### config.mk
export PLATFORM = sky130hd
export DESIGN_NAME = multicycle_controller
export DESIGN_NICKNAME = d
export VERILOG_FILES = /design/src/rtl/mc_pkg.sv /design/src/rtl/cond_logic.sv /design/src/rtl/multicycle_controller.sv
export SDC_FILE = /design/constraint.sdc
export NUM_CORES = 1
export LEC_CHECK = 0
export ABC_AREA = 1
export CORE_MARGIN = 4
export CORE_UTILIZATION = 44
export CTS_CLUSTER_DIAMETER = 50
export DETAILED_ROUTE_END_ITERATION = 10
export GPL_ROUTABILITY_DRIVEN = 0
export HOLD_SLACK_MARGIN = 0.05
export PLACE_DENSITY = 0.87
export REMOVE_ABC_BUFFERS = 1
export SYNTH_ARGS = -nofsm -noshare
export SYNTH_HDL_FRONTEND = slang
export SYNTH_SLANG_ARGS = --single-unit
### constraint.sdc
create_clock -name CLK -period 3.9 [get_ports CLK]
set_input_delay 0.975 -clock CLK [delete_from_list [all_inputs] [get_ports CLK]]
set_output_delay 0.975 -clock CLK [all_outputs]
set_load 0.01 [all_outputs]
### src/rtl/mc_pkg.sv
// Shared types and encodings for the multicycle ARM control FSM.
// State, ALU, opcode, data-processing cmd and condition-code constants.
package mc_pkg;

    typedef enum logic [3:0] {
        FETCH  = 4'd0,
        DECODE = 4'd1,
        MEMADR = 4'd2,
        MEMRD  = 4'd3,
        MEMWB  = 4'd4,
        MEMWR  = 4'd5,
        EXECR  = 4'd6,
        EXECI  = 4'd7,
        ALUWB  = 4'd8,
        BRANCH = 4'd9
    } state_t;

    localparam logic [1:0] ALU_ADD = 2'b00;
    localparam logic [1:0] ALU_SUB = 2'b01;
    localparam logic [1:0] ALU_AND = 2'b10;
    localparam logic [1:0] ALU_ORR = 2'b11;

    localparam logic [1:0] OP_DP  = 2'b00;
    localparam logic [1:0] OP_MEM = 2'b01;
    localparam logic [1:0] OP_BR  = 2'b10;
    localparam logic [1:0] OP_UND = 2'b11;

    localparam logic [3:0] CMD_AND = 4'b0000;
    localparam logic [3:0] CMD_SUB = 4'b0010;
    localparam logic [3:0] CMD_ADD = 4'b0100;
    localparam logic [3:0] CMD_CMP = 4'b1010;
    localparam logic [3:0] CMD_ORR = 4'b1100;

    localparam logic [3:0] COND_EQ = 4'b0000;
    localparam logic [3:0] COND_NE = 4'b0001;
    localparam logic [3:0] COND_CS = 4'b0010;
    localparam logic [3:0] COND_CC = 4'b0011;
    localparam logic [3:0] COND_MI = 4'b0100;
    localparam logic [3:0] COND_PL = 4'b0101;
    localparam logic [3:0] COND_VS = 4'b0110;
    localparam logic [3:0] COND_VC = 4'b0111;
    localparam logic [3:0] COND_HI = 4'b1000;
    localparam logic [3:0] COND_LS = 4'b1001;
    localparam logic [3:0] COND_GE = 4'b1010;
    localparam logic [3:0] COND_LT = 4'b1011;
    localparam logic [3:0] COND_GT = 4'b1100;
    localparam logic [3:0] COND_LE = 4'b1101;
    localparam logic [3:0] COND_AL = 4'b1110;
    localparam logic [3:0] COND_NV = 4'b1111;

    typedef struct packed {
        logic [1:0] alu_ctl;
        logic       writes;
        logic       known;
    } dp_dec_t;

    // Unknown cmds fall back to ADD with neither register nor flag write.
    function automatic dp_dec_t dp_decode(input logic [3:0] cmd);
        dp_dec_t d;
        d = '{ALU_ADD, 1'b0, 1'b0};
        case (cmd)
            CMD_ADD: d = '{ALU_ADD, 1'b1, 1'b1};
            CMD_SUB: d = '{ALU_SUB, 1'b1, 1'b1};
            CMD_AND: d = '{ALU_AND, 1'b1, 1'b1};
            CMD_ORR: d = '{ALU_ORR, 1'b1, 1'b1};
            CMD_CMP: d = '{ALU_SUB, 1'b0, 1'b1};
            default: d = '{ALU_ADD, 1'b0, 1'b0};
        endcase
        return d;
    endfunction

endpackage

### src/rtl/cond_logic.sv
// NZCV flags register, condition evaluator and registered CondExR.
// CondExR is captured at the end of DECODE and held for the instruction.
import mc_pkg::*;

module cond_logic (
    input  logic       CLK,
    input  logic       RST_N,
    input  logic [3:0] cond,
    input  logic [3:0] aluflags,
    input  logic       cond_ld,
    input  logic       flags_ld,
    output logic       condex
);

    logic [3:0] flags;
    logic       n, z, c, v;
    logic       cond_ok;

    assign n = flags[3];
    assign z = flags[2];
    assign c = flags[1];
    assign v = flags[0];

    always_comb begin
        cond_ok = 1'b0;
        case (cond)
            COND_EQ: cond_ok = z;
            COND_NE: cond_ok = !z;
            COND_CS: cond_ok = c;
            COND_CC: cond_ok = !c;
            COND_MI: cond_ok = n;
            COND_PL: cond_ok = !n;
            COND_VS: cond_ok = v;
            COND_VC: cond_ok = !v;
            COND_HI: cond_ok = c && !z;
            COND_LS: cond_ok = !c || z;
            COND_GE: cond_ok = (n == v);
            COND_LT: cond_ok = (n != v);
            COND_GT: cond_ok = !z && (n == v);
            COND_LE: cond_ok = z || (n != v);
            COND_AL: cond_ok = 1'b1;
            default: cond_ok = 1'b0;
        endcase
    end

    always_ff @(posedge CLK or negedge RST_N) begin
        if (!RST_N) begin
            flags  <= 4'b0000;
            condex <= 1'b0;
        end else begin
            if (cond_ld)
                condex <= cond_ok;
            if (flags_ld && condex)
                flags <= aluflags;
        end
    end

endmodule

### src/rtl/multicycle_controller.sv
// Moore control FSM for the shared-memory multicycle ARM datapath.
// Outputs decode combinationally from State, CondExR and the IR fields.
import mc_pkg::*;

module multicycle_controller (
    input  logic       CLK,
    input  logic       RST_N,
    input  logic [3:0] Cond,
    input  logic [1:0] Op,
    input  logic [5:0] Funct,
    input  logic [3:0] Rd,
    input  logic [3:0] ALUFlags,
    output logic       PCWrite,
    output logic       AdrSrc,
    output logic       MemWrite,
    output logic       IRWrite,
    output logic       RegWrite,
    output logic [1:0] ResultSrc,
    output logic       ALUSrcA,
    output logic [1:0] ALUSrcB,
    output logic [1:0] ImmSrc,
    output logic [1:0] RegSrc,
    output logic [1:0] ALUControl,
    output logic [3:0] State
);

    state_t  state;
    dp_dec_t dp;
    logic    condex;
    logic    rd_pc;
    logic    in_exec;
    logic    flags_ld;
    logic    pcw, memw, irw, regw;

    assign dp       = dp_decode(Funct[4:1]);
    assign rd_pc    = (Rd == 4'd15);
    assign in_exec  = (state == EXECR) || (state == EXECI);
    // CMP updates flags whenever executed; other known cmds need the S bit.
    assign flags_ld = in_exec &&
                      ((Funct[4:1] == CMD_CMP) || (Funct[0] && dp.known));

    cond_logic u_cond (
        .CLK      (CLK),
        .RST_N    (RST_N),
        .cond     (Cond),
        .aluflags (ALUFlags),
        .cond_ld  (state == DECODE),
        .flags_ld (flags_ld),
        .condex   (condex)
    );

    always_ff @(posedge CLK or negedge RST_N) begin
        if (!RST_N) begin
            state <= FETCH;
        end else begin
            case (state)
                FETCH:  state <= DECODE;
                DECODE: begin
                    case (Op)
                        OP_MEM:  state <= MEMADR;
                        OP_DP:   state <= Funct[5] ? EXECI : EXECR;
                        OP_BR:   state <= BRANCH;
                        default: state <= FETCH;
                    endcase
                end
                MEMADR: state <= Funct[0] ? MEMRD : MEMWR;
                MEMRD:  state <= MEMWB;
                MEMWB:  state <= FETCH;
                MEMWR:  state <= FETCH;
                EXECR:  state <= ALUWB;
                EXECI:  state <= ALUWB;
                ALUWB:  state <= FETCH;
                BRANCH: state <= FETCH;
                default: state <= FETCH;
            endcase
        end
    end

    always_comb begin
        pcw        = 1'b0;
        AdrSrc     = 1'b0;
        memw       = 1'b0;
        irw        = 1'b0;
        regw       = 1'b0;
        ResultSrc  = 2'b00;
        ALUSrcA    = 1'b0;
        ALUSrcB    = 2'b00;
        ALUControl = ALU_ADD;
        case (state)
            FETCH: begin
                irw       = 1'b1;
                pcw       = 1'b1;
                ALUSrcA   = 1'b1;
                ALUSrcB   = 2'b10;
                ResultSrc = 2'b10;
            end
            DECODE: begin
                ALUSrcA   = 1'b1;
                ALUSrcB   = 2'b10;
                ResultSrc = 2'b10;
            end
            MEMADR: ALUSrcB = 2'b01;
            MEMRD:  AdrSrc  = 1'b1;
            MEMWB: begin
                ResultSrc = 2'b01;
                regw      = condex;
                pcw       = condex && rd_pc;
            end
            MEMWR: begin
                AdrSrc = 1'b1;
                memw   = condex;
            end
            EXECR: ALUControl = dp.alu_ctl;
            EXECI: begin
                ALUSrcB    = 2'b01;
                ALUControl = dp.alu_ctl;
            end
            ALUWB: begin
                regw = condex && dp.writes;
                pcw  = condex && dp.writes && rd_pc;
            end
            BRANCH: begin
                ALUSrcB   = 2'b01;
                ResultSrc = 2'b10;
                pcw       = condex;
            end
            default: ;
        endcase
    end

    // Strobes are held off while reset is asserted.
    assign PCWrite  = pcw  && RST_N;
    assign MemWrite = memw && RST_N;
    assign IRWrite  = irw  && RST_N;
    assign RegWrite = regw && RST_N;

    assign ImmSrc = Op;
    assign RegSrc = {Op == OP_MEM, Op == OP_BR};
    assign State  = state;

endmodule

==> results.md, run 1 <==
* GR Util All Layers at 21.6%
* Global-route wire length before repair at 4.53 mm
* Leakage power of the design at 0.676 nW
* Highest ir drop seen on vdd at 0.392 mV
* Average wire length per cell after detail routing at 12.3 um
* Clock net sink count at 9
* Critical-path cell list: clkdlybuf4s50_1 -> nor2_1 -> nand2_1 -> o21ai_2 -> a21oi_1 -> o21bai_1 -> nand2_1 -> nand2_1 -> clkdlybuf4s50_1
* Pin slew with the least headroom to its limit at 0.445 ns
* Post-Syn Instances at 148
* Path category of the worst min-delay check: reg2reg
* Endpoint type of the worst setup path: output pin
* Pin count of the biggest net entering global routing at 12
* Min Tclk post-route at 3.62 ns
* Endpoint of the worst hold-timing path: u_cond.flags[1]
* Start-to-end type of the worst setup path: in2out
* Number of failing setup endpoints in the final timing report at 0
* Final net count at 214
* Final clock skew at 0.00720 ns
* Cell at the root of the clock tree: sky130_fd_sc_hd__clkbuf_4
* Fraction of final layout cells sized beyond drive strength 1 at 10.5%
* Quantity of I/O buffers inserted on ports at 41
* Outcome: finished clean
* Final Hold Fails at 0
* Flops & latches, synth at 9
* Setup repair bufs after CTS at 0
* Switching component of the power at 0.297 mW
* Clock network fraction of total power at 11.1%
* Max-Slew Margin vs Limit at 70.3%
* Post-detailed-route via-to-cell ratio at 5.00
* Total length of routed wires at 2.67 mm
* Std-Cell Core Area at 1820 um2
* Antenna violations before repair at 0
* Initial cell density of the core at 48.8%
* Total of cells resized after clock tree synthesis at 0
* Cell area after synthesis at 888 um2
* CP max-delay cell: sky130_fd_sc_hd__clkdlybuf4s50_1
* Synth-to-Final Area Change at 50.6%
* Timing-limited maximum frequency at 0.276 GHz
* Count of pins over their slew limit at 0
* Drt pass-1 iters at 4
* Util after Layout at 73.5%
* Y dimension of the die at 52.9 um
* RSZ-0062 raised after global routing: false
* Placed Instance Area at 1310 um2
* Worst-Skew Late Latency at 0.27 ns
* Required time worst endpoint at 2.92 ns
* Distinct cell type count of the synthesized netlist at 23
* Number of placed I/O pins at 42
* Critical path startpoint category: input pin
* Pwr/cell area at 494 nW/um2
* Logic gate share of total power at 61.7%
* Longest Clk Path Bufs at 2
* Cell count of the worst hold path at 2
* Hold path startpoint: u_cond.flags[1]
* Number of buffers added to fix hold violations after cts at 0
* Finished Cell Area at 1340 um2
* Highest net fanout along the worst path at 3
* Cell Int Power at 0.363 mW
* Clock slew at the register clock pins of the worst setup and hold paths at 0.06 ns
* Post-route ant nets at 0
* Flop pwr share at 27.2%
* Register-to-register path setup slack at 2.54 ns
* Number of antenna diodes at 0
* Die width at 52.9 um
* Via count of the first global-routing pass at 1,124
* Worst-case setup margin in the final layout at 0.283 ns
* Crit share post-route at 92.8%
* Synthesized area per cell at 6.00 um2
* Total Neg Setup Slack at 0 ns
* Ys Warns at 0
* 1st-iter DRT viols at 16
* Switching part of the total at 45.0%
* CTS HTree Levels at 1
* Max-capacitance violation count at 0
* Part of the Yosys area used for sequential elements at 25.4%
* Most Frequent Cell on Critical Path: sky130_fd_sc_hd__nand2_1
* Rows at 15
* Die ar. at 2800 um2
* Count of unresolved DRC violations after routing at 0
* Sum of overflow across all layers after global routing at 0
* Vias at 1,081
* Worst-case reg-to-reg path depth at 5
* Worst slack after detailed placement at 0.302 ns
* Worst r2r dst: u_cond.flags[2]
* Inserted Clock Buffers at 3
* Stage delay of the slowest cell on the critical path at 0.53 ns
* Clock tree from TritonCTS: done
* Post-DP HPWL at 2.27 mm
* Arr. time, crit path at 2.64 ns
* Beginning of the worst register-to-register path: State[1]
worst max-delay path, delay by kind of cell:
family	cells	cell delay (ns)
compound gates	3	0.31
buf+inv	2	0.99
simple gates	4	0.35
routing by layer:
layer | vias up | wire, um | track usage, %
li1 | 551 | - | -
met1 | 486 | 1070 | 22.7
met2 | 38 | 1380 | 40.1
met3 | 6 | 155 | 5.35
met4 | 0 | 55 | 9.36
met5 | - | 0 | 0
worst max path at each step:
| stage | from | endpoint | slack [ns] | cells past startpoint |
|---|---|---|---|---|
| finish | Funct[4] | PCWrite | 0.28 | 9 |
| detailed placement | Funct[4] | PCWrite | 0.30 | 9 |
| CTS | Funct[4] | PCWrite | 0.30 | 9 |
| global route | Funct[3] | PCWrite | 0.18 | 8 |
| floorplan | Funct[1] | PCWrite | 1.33 | 7 |
| global placement | Funct[3] | PCWrite | 0.37 | 8 |
power by group through the flow:
stage               clock network (mW)  registers (mW)  logic [mW]
CTS                             0.0744           0.179       0.410
global route                    0.0797           0.186       0.450
finish                          0.0731           0.180       0.408
detailed placement                   0           0.180       0.407
global placement                     0           0.179       0.397
floorplan                            0           0.176       0.207
stage by stage:
step                      std cells  hold slack, ns  power, mW
after global routing            216           0.564      0.716
final                           216           0.511      0.660
after CTS                       216           0.511      0.663
after floorplan                 145           0.463      0.383
after global placement          212           0.498      0.576
after detailed placement        212           0.497      0.587
cells in the mapped netlist, drive strengths merged:
library cell | instances | share of area [%]
nor2 | 21 | 12
nand3b | 1 | 0.85
o211ai | 2 | 1.7
nand2 | 50 | 22
o21bai | 1 | 0.85
nor3 | 2 | 1.7
nand3 | 20 | 11
a21oi | 6 | 3.8
buf | 3 | 3.0
o22ai | 2 | 3.0
inv | 28 | 12
nand4 | 1 | 0.70
dfrtp | 9 | 25
o21ai | 2 | 1.5
state kept, by name (all words and copies together), names as in the netlist:
name and flops:
u_cond.condex 1, State 4, u_cond.flags 4
cells in the final DEF (no fill, tap or decap), drive strengths merged:
master | netlist | layout
nand2 | 50 | 50
o21ai | 2 | 2
nor2 | 21 | 21
dfrtp | 9 | 9
o211ai | 2 | 2
nor3 | 2 | 2
nand4 | 1 | 1
nand3b | 1 | 1
a21oi | 6 | 6
o21bai | 1 | 1
inv | 28 | 28
nand3 | 20 | 20
buf | 3 | 1
clkdlybuf4s50 | 0 | 41
o22ai | 2 | 2
clkbuf | 0 | 4
area by class of cell:
cell class | instances | area (um2)
multi-input cells | 108 | 532
fillers | 157 | 483
repair buffers | 42 | 418
flip-flops and latches | 9 | 225
inverters | 28 | 105
well taps | 25 | 31.3
clock buffers | 4 | 26.3
logic make-up after synthesis:
kind of cell | share of synthesized area, %
and+or+nand+nor | 49.0
buffers and inverters | 14.8
AOI/OAI and AO/OA | 10.8
DFF | 25.4
No activity file was read; power rests on OpenSTA's default activity.
==> run 2: changes to the inputs <==
CORE_ASPECT_RATIO = 0.9   (was unset)
==> results.md, run 2 (synthesized netlist as in run 1, its figures left out) <==
* Initial cell density of the core at 46.4%
* Total length of routed wires at 2.70 mm
* Global-route wire length before repair at 4.23 mm
* Number of antenna diodes at 0
* Clock tree from TritonCTS: done
* Most common cell after layout, fill and taps aside: sky130_fd_sc_hd__nand2_1
* Cell at the root of the clock tree: sky130_fd_sc_hd__clkbuf_4
* Critical-path cell list: clkdlybuf4s50_1 -> nor2_1 -> nand2_1 -> o21ai_2 -> a21oi_1 -> o21bai_1 -> nand2_1 -> nand2_1 -> clkdlybuf4s50_1
* Arr. time, crit path at 2.66 ns
* Std-Cell Core Area at 1910 um2
* Critical path startpoint category: input pin
* Post-detailed-route via-to-cell ratio at 5.02
* Number of buffers added to fix hold violations after cts at 0
* Max-capacitance violation count at 0
* Clock slew at the register clock pins of the worst setup and hold paths at 0.06 ns
* Cell Int Power at 0.363 mW
* Register-to-register path setup slack at 2.50 ns
* Setup repair bufs after CTS at 0
* Final Hold Slack at 0.524 ns
* Pwr/cell area at 496 nW/um2
* Most Frequent Cell on Critical Path: sky130_fd_sc_hd__nand2_1
* 1st-iter DRT viols at 29
* Outcome: finished clean
* Pin count of the biggest net entering global routing at 12
* Highest net fanout along the worst path at 3
* Longest Clk Path Bufs at 2
* Required time worst endpoint at 2.92 ns
* Max-Slew Margin vs Limit at 69.3%
* Total Neg Setup Slack at 0 ns
* Count of pins over their slew limit at 0
* Y dimension of the die at 50.6 um
* Placed Instance Area at 1310 um2
* Vias at 1,084
* Synth-to-Final Area Change at 50.6%
* Average wire length per cell after detail routing at 12.5 um
* Most frequent cells in the layout: sky130_fd_sc_hd__nand2_1, sky130_fd_sc_hd__clkdlybuf4s50_1, sky130_fd_sc_hd__inv_1
* Beginning of the worst register-to-register path: State[1]
* Die width at 55.4 um
* RSZ-0062 raised after global routing: false
* Final clock skew at 0.00129 ns
* Final Hold Fails at 0
* Post-route ant nets at 0
* Total of cells resized after clock tree synthesis at 0
* Fillers at 167
* Buffer and inverter count on the worst path at 2
* Sum of overflow across all layers after global routing at 0
* Final net count at 214
* CP max-delay cell: sky130_fd_sc_hd__clkdlybuf4s50_1
* Clock network fraction of total power at 10.9%
* Min Tclk post-route at 3.64 ns
* Clock net sink count at 9
* Family with the most delay on the worst path: buffers and inverters
* Worst-case reg-to-reg path depth at 5
* Cell count of the worst hold path at 2
* Count of unresolved DRC violations after routing at 0
* Worst-Skew Late Latency at 0.26 ns
* Inserted Clock Buffers at 3
* Pin slew with the least headroom to its limit at 0.461 ns
* Fraction of final layout cells sized beyond drive strength 1 at 10.5%
* Finished Cell Area at 1340 um2
* Number of placed I/O pins at 42
* Leakage power of the design at 0.676 nW
* Endpoint type of the worst setup path: output pin
* Post-DP HPWL at 2.29 mm
* Flop pwr share at 26.9%
* Crit share post-route at 93.2%
* Start-to-end type of the worst setup path: in2out
* Timing-limited maximum frequency at 0.275 GHz
* Worst r2r dst: u_cond.flags[3]
* Switching part of the total at 45.3%
* Worst setup startpoint: Funct[4]
* Antenna violations before repair at 0
* Die ar. at 2800 um2
* CTS HTree Levels at 1
* Quantity of I/O buffers inserted on ports at 41
* Number of failing setup endpoints in the final timing report at 0
* Highest ir drop seen on vdd at 0.266 mV
* Switching component of the power at 0.301 mW
* Logic gate share of total power at 62.2%
* Drt pass-1 iters at 4
* Stage delay of the slowest cell on the critical path at 0.54 ns
* Path category of the worst min-delay check: reg2reg
* Endpoint of the worst hold-timing path: u_cond.flags[1]
* Rows at 15
* GR Util All Layers at 18.8%
* Hold path startpoint: u_cond.flags[1]
* Via count of the first global-routing pass at 995
## run 2: cell counts in the layout (fill, tap and decap cells not counted)
No cell type changed its count.
## run 2: worst register-to-register path: stages (launching register included)
cell and delay (ns):
sky130_fd_sc_hd__dfrtp_1 0.63, sky130_fd_sc_hd__nand2_1 0.27, sky130_fd_sc_hd__nor2_4 0.21, sky130_fd_sc_hd__nand2_4 0.08
sky130_fd_sc_hd__nand2_1 0.07, sky130_fd_sc_hd__nand2_1 0.05
## run 2: area by class of cell
type / instances / area (um2) / area share (%)
multi-input combinational: 108 / 532 / 39.8
timing repair buffer: 42 / 418 / 31.2
sequential: 9 / 225 / 16.8
inverter: 28 / 105 / 7.86
tap: 25 / 31.3 / 2.34
clock buffer: 4 / 26.3 / 1.96
## run 2: worst max-delay path by stage
stage / cells past startpoint / to
6_report: 9 / PCWrite
5_1_grt: 9 / PCWrite
4_1_cts: 9 / PCWrite
3_5_place_dp: 9 / PCWrite
3_3_place_gp: 9 / PCWrite
2_1_floorplan: 7 / PCWrite
## run 2: metrics by stage
stage | utilization [%] | worst slack [ns] | cells | power [mW]
floorplan | - | 1.33 | 145 | 0.383
global placement | 68.5 | 0.384 | 212 | 0.572
detailed placement | 68.5 | 0.250 | 212 | 0.586
CTS | 69.9 | 0.244 | 216 | 0.661
global route | 69.9 | 0.114 | 216 | 0.714
finish | 69.9 | 0.264 | 216 | 0.664
## run 2: power by group through the flow
stage / Combinational [mW] / Clock [mW] / Sequential, mW
global placement: 0.396 / 0 / 0.176
global route: 0.450 / 0.0803 / 0.183
floorplan: 0.207 / 0 / 0.176
CTS: 0.412 / 0.0721 / 0.177
detailed placement: 0.408 / 0 / 0.179
finish: 0.413 / 0.0727 / 0.179
## run 2: per-layer routing
layer  track usage (%)  vias up  part of all wire [%]
met5                 0        -                     0
met4              5.26        0                   1.9
met3              3.34        6                   4.9
met2              34.3       40                    51
met1              22.6      489                    42
li1                  -      549                     -
==> run 3: changes to the inputs <==
CORE_UTILIZATION = 43   (was 44)
SYNTH_HIERARCHICAL = 1   (was unset)
==> results.md, run 3 <==
* Outcome: finished clean
* Number of buffers added to fix hold violations after cts at 0
* Largest cells by area after synthesis: sky130_fd_sc_hd__dfrtp_1, sky130_fd_sc_hd__nand2_1, sky130_fd_sc_hd__nand3_1, sky130_fd_sc_hd__inv_1, sky130_fd_sc_hd__nor2_1
* 1st-iter DRT viols at 36
* Area leader, netlist: sky130_fd_sc_hd__dfrtp_1
* Cell area after synthesis at 850 um2
* Critical path startpoint category: input pin
* Setup repair bufs after CTS at 0
* Vias at 1,078
* Fraction of final layout cells sized beyond drive strength 1 at 9.90%
* Drt pass-1 iters at 4
* Ys flop type: sky130_fd_sc_hd__dfrtp_1
* Die width at 54.9 um
* Post-Syn Instances at 149
* Global-route wire length before repair at 4.13 mm
* Top-count cell post-synth: sky130_fd_sc_hd__nand2_1
* Count of pins over their slew limit at 0
* Number of failing setup endpoints in the final timing report at 0
* Rows at 14
* Final clock skew at 0.00993 ns
* Total Neg Setup Slack at 0 ns
* CP max-delay cell: sky130_fd_sc_hd__clkdlybuf4s50_1
* Inserted Clock Buffers at 3
* Max-Slew Margin vs Limit at 77.7%
* Total length of routed wires at 2.64 mm
* Max-capacitance violation count at 0
* Synthesized area per cell at 5.70 um2
* Distinct cell type count of the synthesized netlist at 18
* Die ar. at 2750 um2
* Share of synthesized flip-flops with an asynchronous set or reset at 100%
* Path category of the worst min-delay check: reg2reg
* Quantity of I/O buffers inserted on ports at 41
* Post-DP HPWL at 2.22 mm
* Std-Cell Core Area at 1770 um2
* Part of the Yosys area used for sequential elements at 26.5%
* Total power consumption of the routed design at 0.659 mW
* Number of antenna diodes at 0
* Arr. time, crit path at 2.52 ns
* Number of enable-type register cells in the synthesized netlist at 0
* Average wire length per cell after detail routing at 12.2 um
* Start-to-end type of the worst setup path: in2out
* RSZ-0062 raised after global routing: false
* Total of cells resized after clock tree synthesis at 0
* Flops & latches, synth at 9
* CTS HTree Levels at 1
* Count of unresolved DRC violations after routing at 0
* Pin count of the biggest net entering global routing at 10
* Register-to-register path setup slack at 2.38 ns
* Endpoint type of the worst setup path: output pin
* Synth-to-Final Area Change at 53.3%
* Worst-case setup margin in the final layout at 0.403 ns
* Sum of overflow across all layers after global routing at 0
* Top cell types by occurrence after synthesis: sky130_fd_sc_hd__nand2_1, sky130_fd_sc_hd__inv_1, sky130_fd_sc_hd__nand3_1
* Antenna violations before repair at 0
* Final Hold Slack at 0.538 ns
* Crit share post-route at 89.7%
* Cell at the root of the clock tree: sky130_fd_sc_hd__clkbuf_4
* Post-route ant nets at 0
* Pwr/cell area at 506 nW/um2
* Via count of the first global-routing pass at 943
* Clock tree from TritonCTS: done
* Number of placed I/O pins at 42
* Most Frequent Cell on Critical Path: sky130_fd_sc_hd__nand2_1
* Post-detailed-route via-to-cell ratio at 4.99
* Stage delay of the slowest cell on the critical path at 0.52 ns
* Leakage power of the design at 0.679 nW
* Highest net fanout along the worst path at 3
* Pin slew with the least headroom to its limit at 0.333 ns
* Min Tclk post-route at 3.50 ns
* Initial cell density of the core at 48.0%
* Clock slew at the register clock pins of the worst setup and hold paths at 0.07 ns
* GR Util All Layers at 20.8%
* Area share of the largest cell type after synthesis at 26.5%
* Ys Warns at 6
* Final net count at 215
* Y dimension of the die at 50.2 um
* Highest ir drop seen on vdd at 0.344 mV
* Critical-path cell list: clkdlybuf4s50_1 -> nor2_1 -> nand2_1 -> nand3_1 -> nand3_1 -> nand2_1 -> nand2_1 -> nand2_1 -> clkdlybuf4s50_1
* Longest Clk Path Bufs at 2
* Most frequent cells in the layout: sky130_fd_sc_hd__nand2_1, sky130_fd_sc_hd__clkdlybuf4s50_1, sky130_fd_sc_hd__inv_1
* Worst-Skew Late Latency at 0.28 ns
* Clock net sink count at 9
* Most common cell after layout, fill and taps aside: sky130_fd_sc_hd__nand2_1
* Required time worst endpoint at 2.92 ns
* Final Hold Fails at 0
* Worst slack after detailed placement at 0.418 ns
* Timing-limited maximum frequency at 0.286 GHz
## run 3: changes by cell type in the layout (fill, tap and decap cells not counted), moves of 2 or more
cell,change
sky130_fd_sc_hd__a21oi_1,+2
sky130_fd_sc_hd__inv_1,+2
sky130_fd_sc_hd__nor2_2,+5
sky130_fd_sc_hd__nor2_4,-4
## run 3: cells by family after synthesis
logic type	count (synthesis)	synth area share, %
buffers and inverters	32	15.5
DFF	9	26.5
and+or+nand+nor	92	45.9
AOI/OAI and AO/OA	16	12.1
## run 3: final cells by class
class	count	area, um2
multi-input combinational	108	493
fill	153	467
timing repair buffer	42	418
sequential	9	225
inverter	29	109
tap	24	30.0
clock buffer	3	22.5
clock inverter	1	5.00
## run 3: path summary, 6_finish.rpt
check,depth (start not counted),to,startpoint
max in group asynchronous,2,u_cond/condex,RST_N
hold reg to reg,2,u_cond/condex,u_cond/condex
setup reg to reg,6,u_cond/flags[3],State[3]
min in group asynchronous,1,State[0],RST_N
hold / removal,2,u_cond/condex,u_cond/condex
setup / recovery,9,PCWrite,Funct[4]
## run 3: per-stage QoR
stage	cell area, um2	utilization (%)	std cells
after floorplan	827	-	146
after global placement	1270	72.1	212
after detailed placement	1270	72.1	212
after CTS	1300	73.6	216
after global routing	1300	73.6	216
final	1300	73.6	216
## run 3: critical path: cells and delay by family
kind,cells,cell delay (ns)
buf+inv,2,0.96
simple gates,7,0.58
## run 3: where the power goes
part | internal, mW | total [mW] | switching (mW) | leakage (nW)
combinational | 0.202 | 0.417 | 0.215 | 0.562
clock | 0.0381 | 0.0782 | 0.0402 | 0.0177
sequential | 0.124 | 0.164 | 0.0391 | 0.100
## run 3: per-layer routing
metal / vias to the layer above / part of all wire (%) / track usage (%)
met3: 6 / 10 / 7.69
li1: 555 / - / -
met4: 0 / 1.7 / 7.05
met1: 462 / 38 / 25.0
met2: 55 / 50 / 33.5
met5: - / 0 / 0
